==> src/rtl/rx_cmd_parser.sv <==
// Parses UART command frames (write / read / ALU / NOP) into register-file and ALU strobes.
// Latency: strobes one cycle after the accepting byte; no backpressure, inter-byte timeout aborts frames.
module rx_cmd_parser #(
  parameter int TIMEOUT = 4096
) (
  input  logic       CLK,
  input  logic       RST,
  input  logic [7:0] RX_P_DATA,
  input  logic       RX_D_VLD,
  input  logic       RX_ERR,
  output logic       WrEn,
  output logic       RdEn,
  output logic [3:0] Address,
  output logic [7:0] WrData,
  output logic       ALU_EN,
  output logic [3:0] ALU_FUN,
  output logic       busy,
  output logic       frm_err,
  output logic       unk_cmd
);

  typedef enum logic [2:0] {
    IDLE    = 3'd0,
    WR_ADDR = 3'd1,
    WR_DATA = 3'd2,
    RD_ADDR = 3'd3,
    ALU_A   = 3'd4,
    ALU_B   = 3'd5,
    ALU_FN  = 3'd6,
    NOP_FUN = 3'd7
  } state_t;

  localparam logic [15:0] TO_LAST = 16'(TIMEOUT - 1);

  state_t      state_q;
  logic [15:0] cnt_q;
  logic [3:0]  wr_addr_q;
  logic        wr_en_q, rd_en_q, alu_en_q, busy_q, frm_err_q, unk_cmd_q;
  logic [3:0]  addr_q, alu_fun_q;
  logic [7:0]  wr_data_q;

  always_ff @(posedge CLK) begin
    if (RST) begin
      state_q   <= IDLE;
      cnt_q     <= '0;
      wr_addr_q <= '0;
      wr_en_q   <= 1'b0;
      rd_en_q   <= 1'b0;
      alu_en_q  <= 1'b0;
      busy_q    <= 1'b0;
      frm_err_q <= 1'b0;
      unk_cmd_q <= 1'b0;
      addr_q    <= '0;
      wr_data_q <= '0;
      alu_fun_q <= '0;
    end else begin
      wr_en_q   <= 1'b0;
      rd_en_q   <= 1'b0;
      alu_en_q  <= 1'b0;
      frm_err_q <= 1'b0;
      unk_cmd_q <= 1'b0;
      if (state_q == IDLE) begin
        cnt_q <= '0;
        if (RX_D_VLD && !RX_ERR) begin
          busy_q <= 1'b1;
          case (RX_P_DATA)
            8'hAA:   state_q <= WR_ADDR;
            8'hBB:   state_q <= RD_ADDR;
            8'hCC:   state_q <= ALU_A;
            8'hDD:   state_q <= NOP_FUN;
            default: begin
              busy_q    <= 1'b0;
              unk_cmd_q <= 1'b1;
            end
          endcase
        end
      end else if (RX_D_VLD && RX_ERR) begin
        state_q   <= IDLE;
        busy_q    <= 1'b0;
        frm_err_q <= 1'b1;
        cnt_q     <= '0;
      end else if (RX_D_VLD) begin
        // A valid byte wins over a timeout landing in the same cycle.
        cnt_q <= '0;
        case (state_q)
          WR_ADDR: begin
            wr_addr_q <= RX_P_DATA[3:0];
            state_q   <= WR_DATA;
          end
          WR_DATA: begin
            wr_en_q   <= 1'b1;
            addr_q    <= wr_addr_q;
            wr_data_q <= RX_P_DATA;
            state_q   <= IDLE;
            busy_q    <= 1'b0;
          end
          RD_ADDR: begin
            rd_en_q <= 1'b1;
            addr_q  <= RX_P_DATA[3:0];
            state_q <= IDLE;
            busy_q  <= 1'b0;
          end
          ALU_A: begin
            wr_en_q   <= 1'b1;
            addr_q    <= 4'd0;
            wr_data_q <= RX_P_DATA;
            state_q   <= ALU_B;
          end
          ALU_B: begin
            wr_en_q   <= 1'b1;
            addr_q    <= 4'd1;
            wr_data_q <= RX_P_DATA;
            state_q   <= ALU_FN;
          end
          ALU_FN, NOP_FUN: begin
            alu_en_q  <= 1'b1;
            alu_fun_q <= RX_P_DATA[3:0];
            state_q   <= IDLE;
            busy_q    <= 1'b0;
          end
          default: begin
            state_q <= IDLE;
            busy_q  <= 1'b0;
          end
        endcase
      end else if (cnt_q == TO_LAST) begin
        state_q   <= IDLE;
        busy_q    <= 1'b0;
        frm_err_q <= 1'b1;
        cnt_q     <= '0;
      end else begin
        cnt_q <= cnt_q + 16'd1;
      end
    end
  end

  assign WrEn    = wr_en_q;
  assign RdEn    = rd_en_q;
  assign ALU_EN  = alu_en_q;
  assign Address = addr_q;
  assign WrData  = wr_data_q;
  assign ALU_FUN = alu_fun_q;
  assign busy    = busy_q;
  assign frm_err = frm_err_q;
  assign unk_cmd = unk_cmd_q;

endmodule

==> config.mk <==
export PLATFORM = sky130hd
export DESIGN_NAME = rx_cmd_parser
export DESIGN_NICKNAME = d
export VERILOG_FILES = /design/src/rtl/rx_cmd_parser.sv
export SDC_FILE = /design/constraint.sdc
export NUM_CORES = 1
export LEC_CHECK = 0
export CAP_MARGIN = 0
export CORE_ASPECT_RATIO = 0.7
export CORE_MARGIN = 2
export CORE_UTILIZATION = 52
export CTS_CLUSTER_DIAMETER = 150
export DETAILED_ROUTE_END_ITERATION = 16
export PLACE_DENSITY = 0.87
export RECOVER_POWER = 25
export SLEW_MARGIN = 10
export SYNTH_ARGS = -nofsm -noshare
export SYNTH_HDL_FRONTEND = slang
export SYNTH_SLANG_ARGS = --single-unit
==> constraint.sdc <==
create_clock -name CLK -period 2.4 [get_ports CLK]
set_input_delay 0.6 -clock CLK [delete_from_list [all_inputs] [get_ports CLK]]
set_output_delay 0.6 -clock CLK [all_outputs]
set_load 0.005 [all_outputs]
* Word-level counts from Yosys, hierarchy flattened *
Index checks and enable logic that the tools add are counted.

operators by class
  $add $sub $neg = 1
  eq/ne operators = 15
  mux-type cells = 22
  bitwise operators = 4
  reduce and logical (&&, ||, !) cells = 20

operators with widths
  cell                                                                      count
  8-bit equality test (second input constant)                               4
  16-bit by 1-bit adder with 16-bit output (second input constant)          1
  16-bit by 12-bit equality test with 1-bit output (second input constant)  1
  4-bit one-hot mux with 4 select lines                                     1
  4-bit AND reduction                                                       4
  3-bit two-way mux                                                         5
  1-bit two-way mux                                                         14
  3-bit equality test (second input constant)                               4
  3-bit one-hot mux with 4 select lines                                     1
  3-bit one-hot mux with 3 select lines                                     1
  3-bit OR reduction                                                        3
  4-bit nonzero test                                                        2
  4-bit OR reduction                                                        2
  3-bit by 2-bit equality test with 1-bit output (second input constant)    2
  3-bit AND reduction                                                       2
  5-bit by 1-bit != test with 1-bit output (second input constant)          1
  5-bit OR reduction                                                        1
  4-bit by 2-bit != test with 1-bit output (second input constant)          1
  1-bit inverter                                                            4
  2-bit OR reduction                                                        2
  3-bit by 1-bit equality test with 1-bit output (second input constant)    1
  3-bit logical NOT                                                         1
  1-bit logical AND                                                         2
  2-bit by 1-bit != test with 1-bit output (second input constant)          1
  1-bit logical NOT                                                         1

word-level totals
  register bits = 45
  input port bits = 12
  output and inout bits = 22
  logic and storage cells = 74

* Longest topological paths before layout *
Gate-level depths: netlist of the first run.

  depth after elaboration = 6
  mapped depth = 8
  gate-level depth less buffers = 6

* Least setup slack after synthesis of the first run *
No wires, ideal clock.

  path type = register -> register
  from = register state_q[1]
  to = register wr_data_q[0] (netlist: WrData[0])
  arrival time = 1.637 ns
  required time = 2.272 ns
  slack = 0.635 ns
  cell stages (with the launch flop) = 9
  path buffers = 2
  clock period less this slack = 1.765 ns
  path through = dfxtp_1 -> buf_6 -> inv_1 -> ha_1 -> clkbuf_1 -> mux2i_1 -> nor2_2 -> mux2i_1 -> nor2_1

between the ends
  cells in the longest elaborated chain, start to end = 3
  elaborated cells on any way between the ends = 7
  classes of those cells = 3 x eq/ne; 1 x bitwise; 3 x reduce/logical

RTL lines
  item                                                                   line  text
  from (decl)                                                            35    state_t state_q;
  from (signal assigned)                                                 44    state_q <= IDLE;
  from (signal assigned)                                                 67    8'hAA: state_q <= WR_ADDR;
  from (signal assigned)                                                 68    8'hBB: state_q <= RD_ADDR;
  3-bit equality test (tied with other cells)                            85    case (state_q)
  3-bit OR reduction (no line) / 1-bit inverter (equally long branches)  -
  4-bit AND reduction (no line) *                                        -
  to (signal assigned)                                                   93    wr_data_q <= RX_P_DATA;
  to (signal assigned)                                                   106   wr_data_q <= RX_P_DATA;
  to (signal assigned)                                                   112   wr_data_q <= RX_P_DATA;
  to (decl)                                                              40    logic [7:0] wr_data_q;

Mark *: on every way between the ends. The rest lies on a longest branch, timed or not.
A chain may end at the register's enable or synchronous reset.

* Final worst setup path of the first run *
  from = input port RX_D_VLD
  to = register busy_q (netlist: busy)

between the ends
  cells in the longest elaborated chain, start to end = 3
  elaborated cells on any way between the ends = 9
  classes of those cells = 2 x eq/ne; 3 x mux; 4 x reduce/logical

RTL lines
  item                                                                        line  text
  from (decl)                                                                 9     input logic RX_D_VLD,
  1-bit logical AND (tied with other cells)                                   77    end else if (RX_D_VLD && RX_ERR) begin
  4-bit by 2-bit != test with 1-bit output (no line) (tied with other cells)  -
  3-bit AND reduction (no line) / 1-bit two-way mux (equally long branches)   -
  to (signal assigned)                                                        72    busy_q <= 1'b0;
  to (signal assigned)                                                        79    busy_q <= 1'b0;
  to (signal assigned)                                                        95    busy_q <= 1'b0;
  to (decl)                                                                   38    logic wr_en_q, rd_en_q, alu_en_q, busy_q, frm_err_q, unk_cmd_q;

Several ways; a longest one is shown, not always the timed one.

==> results of run 1 <==
-- through the flow --
| step | util | hold slack [ns] | instance area [um2] | worst slack, ns |
|---|---|---|---|---|
| after floorplan | - | 0.426 | 2040 | 0.635 |
| after global placement | 0.680 | 0.436 | 2470 | 0.180 |
| after detailed placement | 0.680 | 0.459 | 2470 | 0.112 |
| after CTS | 0.704 | 0.479 | 2550 | 0.424 |
| after global routing | 0.702 | 0.495 | 2540 | 0.190 |
| final | 0.702 | 0.480 | 2540 | 0.341 |
-- cell families (layout without fill, tap and decap cells) --
logic type,Yosys count,after routing,share of synthesized area
and+or+nand+nor,109,109,0.285
DFF,45,45,0.442
AOI/OAI and AO/OA,25,25,0.0774
buffers and inverters,12,53,0.0289
adders and majority gates,3,3,0.0184
muxes,17,17,0.0835
xor gates and xnor gates,15,15,0.0645
-- layout by cell type, fill, tap and decap left out, types with 4 or more instances in the layout --
master	Yosys	routed
dfxtp_1	45	45
nor2_1	41	41
clkdlybuf4s50_1	0	21
mux2i_1	17	17
nand2_1	15	15
nand3_1	14	14
dlygate4sd3_1	0	12
nor3_1	7	8
a21oi_1	8	8
xor2_1	8	8
buf_4	1	8
xnor2_1	7	7
o21ai_0	5	5
and3_1	5	5
clkbuf_8	0	5
nor3b_1	4	4
-- layout make-up --
| cell class | instances | area [um2] |
|---|---|---|
| clock buffer | 5 | 68.8 |
| sequential | 45 | 901 |
| timing repair buffer | 43 | 414 |
| tap | 50 | 62.6 |
| multi-input combinational | 169 | 1070 |
| inverter | 2 | 7.51 |
| fill | 281 | 1080 |
| clock inverter | 3 | 17.5 |
-- final timing paths --
kind	endpoint	depth (start not counted)	slack (ns)	from
min reg2reg	cnt_q[0]$_SDFF_PP0_	1	0.48	cnt_q[0]$_SDFF_PP0_
max reg2reg	cnt_q[13]$_SDFF_PP0_	5	0.37	state_q[2]$_SDFFE_PP0P_
max	busy$_SDFFE_PP0P_	7	0.34	RX_D_VLD
min	cnt_q[0]$_SDFF_PP0_	1	0.48	cnt_q[0]$_SDFF_PP0_
-- power groups by stage --
stage | sequential [mW] | clock [mW] | combinational (mW)
CTS | 0.747 | 0.460 | 0.0661
floorplan | 0.765 | 0 | 0.0246
detailed placement | 0.765 | 0 | 0.0661
finish | 0.747 | 0.453 | 0.0661
global placement | 0.765 | 0 | 0.0650
global route | 0.747 | 0.490 | 0.0709
-- flip-flops by register name (all words and copies together) (netlist names) --
name,cells
RdEn,1
ALU_FUN,4
wr_addr_q,4
cnt_q,16
WrData,8
frm_err,1
ALU_EN,1
state_q,3
unk_cmd,1
WrEn,1
Address,4
busy,1
-- per-layer routing --
layer | up-vias | global-route usage
met4 | 0 | 0.0902
met1 | 791 | 0.314
met5 | - | 0
met3 | 11 | 0.0563
li1 | 866 | -
met2 | 65 | 0.316
==> flow_summary.json, run 1 <==
{
  "slew_headroom": 0.420,
  "cts.reportedPaths.clkPinSlew_ns": 0.08,
  "fin_skew_ns": 0.00679,
  "worstPathMaxFanout": 3,
  "cts_hold_buf": 0,
  "grt_pass1_vias": 1613,
  "cp.required_ns": 2.61,
  "synth_area_um2": 2040,
  "finalSetupViolations": 0,
  "ys.flop_type": "dfxtp_1",
  "crit_path_max_incr_delay_ns": 0.59,
  "ys_seq_area_frac": 0.442,
  "gp_congestion": 0.870,
  "cts_resized": 0,
  "period_minus_slack_ns": 2.06,
  "synth_cell_types": 43,
  "cts-root-buf": "clkbuf_8",
  "wl_um": 4580,
  "synth-seq-cells": 45,
  "drc": 0,
  "critPathArrivalTime_ns": 2.27,
  "netlist_top_cells_area": "dfxtp_1, mux2i_1, nor2_1, nand3_1, xor2_1",
  "wire_per_inst_um": 14.4,
  "fin_total_pwr_mw": 1.27,
  "finalSetupTns_ns": 0,
  "synth_fp_nets": 241,
  "yosysMostFrequentCell": "dfxtp_1",
  "synth_edf_count": 0,
  "routed_via_density": 5.47,
  "vias": 1733,
  "hp-class": "reg2reg",
  "status": "complete, no violations",
  "pwr-share-comb": 0.052,
  "fp.coreArea_um2": 3630,
  "dpl.hpwl_um": 3300,
  "top_layer_used": "met4",
  "numClockSinks": 45,
  "drt_first_pass_iters": 5,
  "worst-path-buf-inv": 2,
  "cts_made_buffers": 5,
  "grt_pass1_wl_um": 7490,
  "wl_met2_um": 2020,
  "netlist.area_leader.share": 0.442,
  "dieHeight_um": 56.4,
  "drtIter0Drc": 202,
  "yosysTopAreaCell": "dfxtp_1",
  "internal_power_mw": 0.979,
  "h-tree-depth": 2,
  "fmax_mhz": 486,
  "area_growth_pct": 24.9,
  "fin_cells": 317,
  "finalCritPeriodShare": 0.858,
  "io_pins": 34,
  "antenna_cells": 0,
  "grtUsageTotal": 0.220,
  "cp_cell_sequence": "dlygate4sd3_1, nor2b_1, buf_4, nand2_1, a31oi_1, o21ai_0, o31ai_1",
  "p_switching_mw": 0.288,
  "grt_max_degree": 19,
  "drt-met1-wl_um": 2230,
  "drive_gt1_frac": 0.0936,
  "dp_cells": 309,
  "cts_tree": "yes",
  "rsz0062_at_grt": "false",
  "nets": 281,
  "drtAntennaViolNets": 0,
  "ir_worst_vdd_v": 0.000329,
  "wl_met3_um": 254,
  "maxCapViolations": 0,
  "worst_slew_pin_slew_ns": 0.864,
  "die_area_um2": 4440,
  "postCtsSetupBuffers": 0,
  "post_synth_inst_count": 226,
  "path_class": "in2reg",
  "power.share.clock": 0.358,
  "synth_commonest_cells": "dfxtp_1, nor2_1, mux2i_1",
  "start_util": 0.562,
  "cp-end-kind": "flip-flop",
  "ys_warn_count": 0,
  "ys_async_sr_fraction": 0,
  "overflow": 0,
  "clock_latency_ns": 0.30,
  "p_leak_nw": 0.983,
  "final-hold-violation-count": 0,
  "io_buffers": 33,
  "cp_top_family": "buffers and inverters",
  "cts.path.max_buffers": 2,
  "slowest_stage": "dlygate4sd3_1",
  "postSynthAreaPerCell_um2": 9.01,
  "p_seq_frac": 0.590,
  "start_kind": "input port",
  "p_per_area_nw_per_um2": 498,
  "antenna_found_initial": 0,
  "num_rows": 18,
  "final-max-slew-violation-count": 0,
  "fp.dieW_um": 78.8,
  "p_sw_frac": 0.227
}
(Power assumes the default switching activity.)
==> inputs of run 2 (changes only) <==
Settings changed: GPL_TIMING_DRIVEN from default to 0.
Clock period 2.4 ns to 2.35 ns, I/O delays scaled along.
==> run 2 against run 1 <==
Against the previous run:
- worst hold slack got worse by 0.013 ns
- wire length decreased by 4.9%
- design area hardly changed
- largest power group unchanged
- sequential share of layout area about the same
- clock skew decreased by 0.0033 ns
- utilization about the same
- combinational power is 7.3% lower
- die area stayed put
==> flow_summary.json, run 2 (synthesis gave the netlist of run 1 again) <==
{
  "status": "complete, no violations",
  "period_minus_slack_ns": 2.13,
  "dieHeight_um": 56.4,
  "h-tree-depth": 2,
  "slew_headroom": 0.510,
  "postCtsSetupBuffers": 0,
  "cts.path.max_buffers": 2,
  "gp_congestion": 0.830,
  "cp-end-kind": "flip-flop",
  "fmax_mhz": 470,
  "p_leak_nw": 0.979,
  "num_rows": 18,
  "area_growth_pct": 24.9,
  "min_path_cells": 1,
  "vias": 1741,
  "drtIter0Drc": 128,
  "grt_max_degree": 15,
  "antenna_found_initial": 0,
  "start_kind": "flip-flop",
  "dpl_cell_area_um2": 2420,
  "overflow": 0,
  "grtUsageTotal": 0.208,
  "maxCapViolations": 0,
  "r2r_end": "WrData[1]$_SDFFE_PP0P_",
  "fp.dieW_um": 78.8,
  "drtAntennaViolNets": 0,
  "grt_pass1_wl_um": 7290,
  "io_buffers": 32,
  "cts_tree": "yes",
  "final-hold-violation-count": 0,
  "nets": 280,
  "cts_made_buffers": 5,
  "rr_worst_depth": 8,
  "r2r_slack_ns": 0.22,
  "min_from": "cnt_q[0]$_SDFF_PP0_",
  "dpl.hpwl_um": 3170,
  "ir_worst_vdd_v": 0.000343,
  "mostFrequentLayoutCells": "dfxtp_1, nor2_1, clkdlybuf4s50_1",
  "fp.coreArea_um2": 3630,
  "fin_skew_ns": 0.00353,
  "grt_pass1_vias": 1547,
  "io_pins": 34,
  "finalSetupViolations": 0,
  "finalSetupTns_ns": 0,
  "worst_slew_pin_slew_ns": 0.728,
  "wire_per_inst_um": 13.8,
  "wl_um": 4360,
  "drc": 0,
  "drt_first_pass_iters": 4,
  "worstPathMaxFanout": 9,
  "largest_register_ffs": 16,
  "rr_startpoint": "state_q[1]$_SDFFE_PP0P_",
  "finalCritPeriodShare": 0.905,
  "final-max-slew-violation-count": 0,
  "clock_latency_ns": 0.29,
  "layout_commonest_cell": "dfxtp_1",
  "start_util": 0.562,
  "routed_via_density": 5.51,
  "antenna_cells": 0,
  "cts.reportedPaths.clkPinSlew_ns": 0.08,
  "hp-class": "reg2reg",
  "drive_gt1_frac": 0.0827,
  "cp.required_ns": 2.52,
  "regMostFlops": "cnt_q",
  "rsz0062_at_grt": "false",
  "p_per_area_nw_per_um2": 561,
  "cts_hold_buf": 0,
  "die_area_um2": 4440,
  "numClockSinks": 45,
  "critPathArrivalTime_ns": 2.29,
  "stdcell_area_um2": 2540,
  "path_class": "reg2reg",
  "whs_endpoint": "cnt_q[0]$_SDFF_PP0_",
  "cts-root-buf": "clkbuf_8"
}
-- run 2: repair_timing --
| item | CTS | global route |
|---|---|---|
| hold endpoints to repair | 0 | 0 |
| setup endpoints to repair | 0 | 3 |
| gates resized for setup | 0 | 1 |
-- run 2: report_power, final --
| part | leakage (nW) | internal (mW) | switching (mW) |
|---|---|---|---|
| logic | 0.559 | 0.0264 | 0.0349 |
| clock network | 0.0574 | 0.346 | 0.258 |
| registers | 0.362 | 0.763 | 0.000250 |
| total | 0.979 | 1.13 | 0.294 |
-- run 2: metal layers --
layer	global-route usage	share of wire	vias to the layer above
met5	0	0	-
met4	0.0752	0.014	0
met3	0.0531	0.059	7
met2	0.295	0.42	61
met1	0.303	0.50	811
li1	-	-	862
-- run 2: stage by stage --
stage / util / cells / hold slack (ns) / power, mW / worst slack (ns)
after global routing: 0.702 / 316 / 0.492 / 1.48 / 0.117
after floorplan: - / 226 / 0.426 / 0.806 / 0.585
final: 0.702 / 316 / 0.467 / 1.43 / 0.223
after CTS: 0.700 / 316 / 0.470 / 1.43 / 0.166
after global placement: 0.667 / 308 / 0.439 / 0.840 / -0.148
after detailed placement: 0.667 / 308 / 0.451 / 0.841 / -0.126
-- run 2: critical path: stages, from the launching register on --
cell,delay (ns)
dfxtp_1,0.33
buf_6,0.13
inv_1,0.11
ha_1,0.16
clkbuf_1,0.32
mux2i_1,0.17
nor2_2,0.47
mux2i_1,0.24
nor2_1,0.06
-- run 2: layout make-up --
class / count / area, um2
inverter: 2 / 7.51
clock inverter: 2 / 37.5
fill: 277 / 1080
sequential: 45 / 901
clock buffer: 6 / 82.6
buffer: 10 / 51.3
multi-input combinational: 169 / 1080
tap: 50 / 62.6
timing repair buffer: 32 / 320
-- run 2: how the worst max path moves through the flow --
stage                                       start                      end  slack [ns]
after floorplan           state_q[1]$_SDFFE_PP0P_   WrData[0]$_SDFFE_PP0P_        0.59
after global placement                   RX_D_VLD  Address[0]$_SDFFE_PP0P_       -0.15
after detailed placement                 RX_D_VLD  Address[0]$_SDFFE_PP0P_       -0.13
after CTS                                RX_D_VLD  Address[0]$_SDFFE_PP0P_        0.17
after global routing      state_q[1]$_SDFFE_PP0P_   WrData[4]$_SDFFE_PP0P_        0.12
final                     state_q[1]$_SDFFE_PP0P_   WrData[1]$_SDFFE_PP0P_        0.22
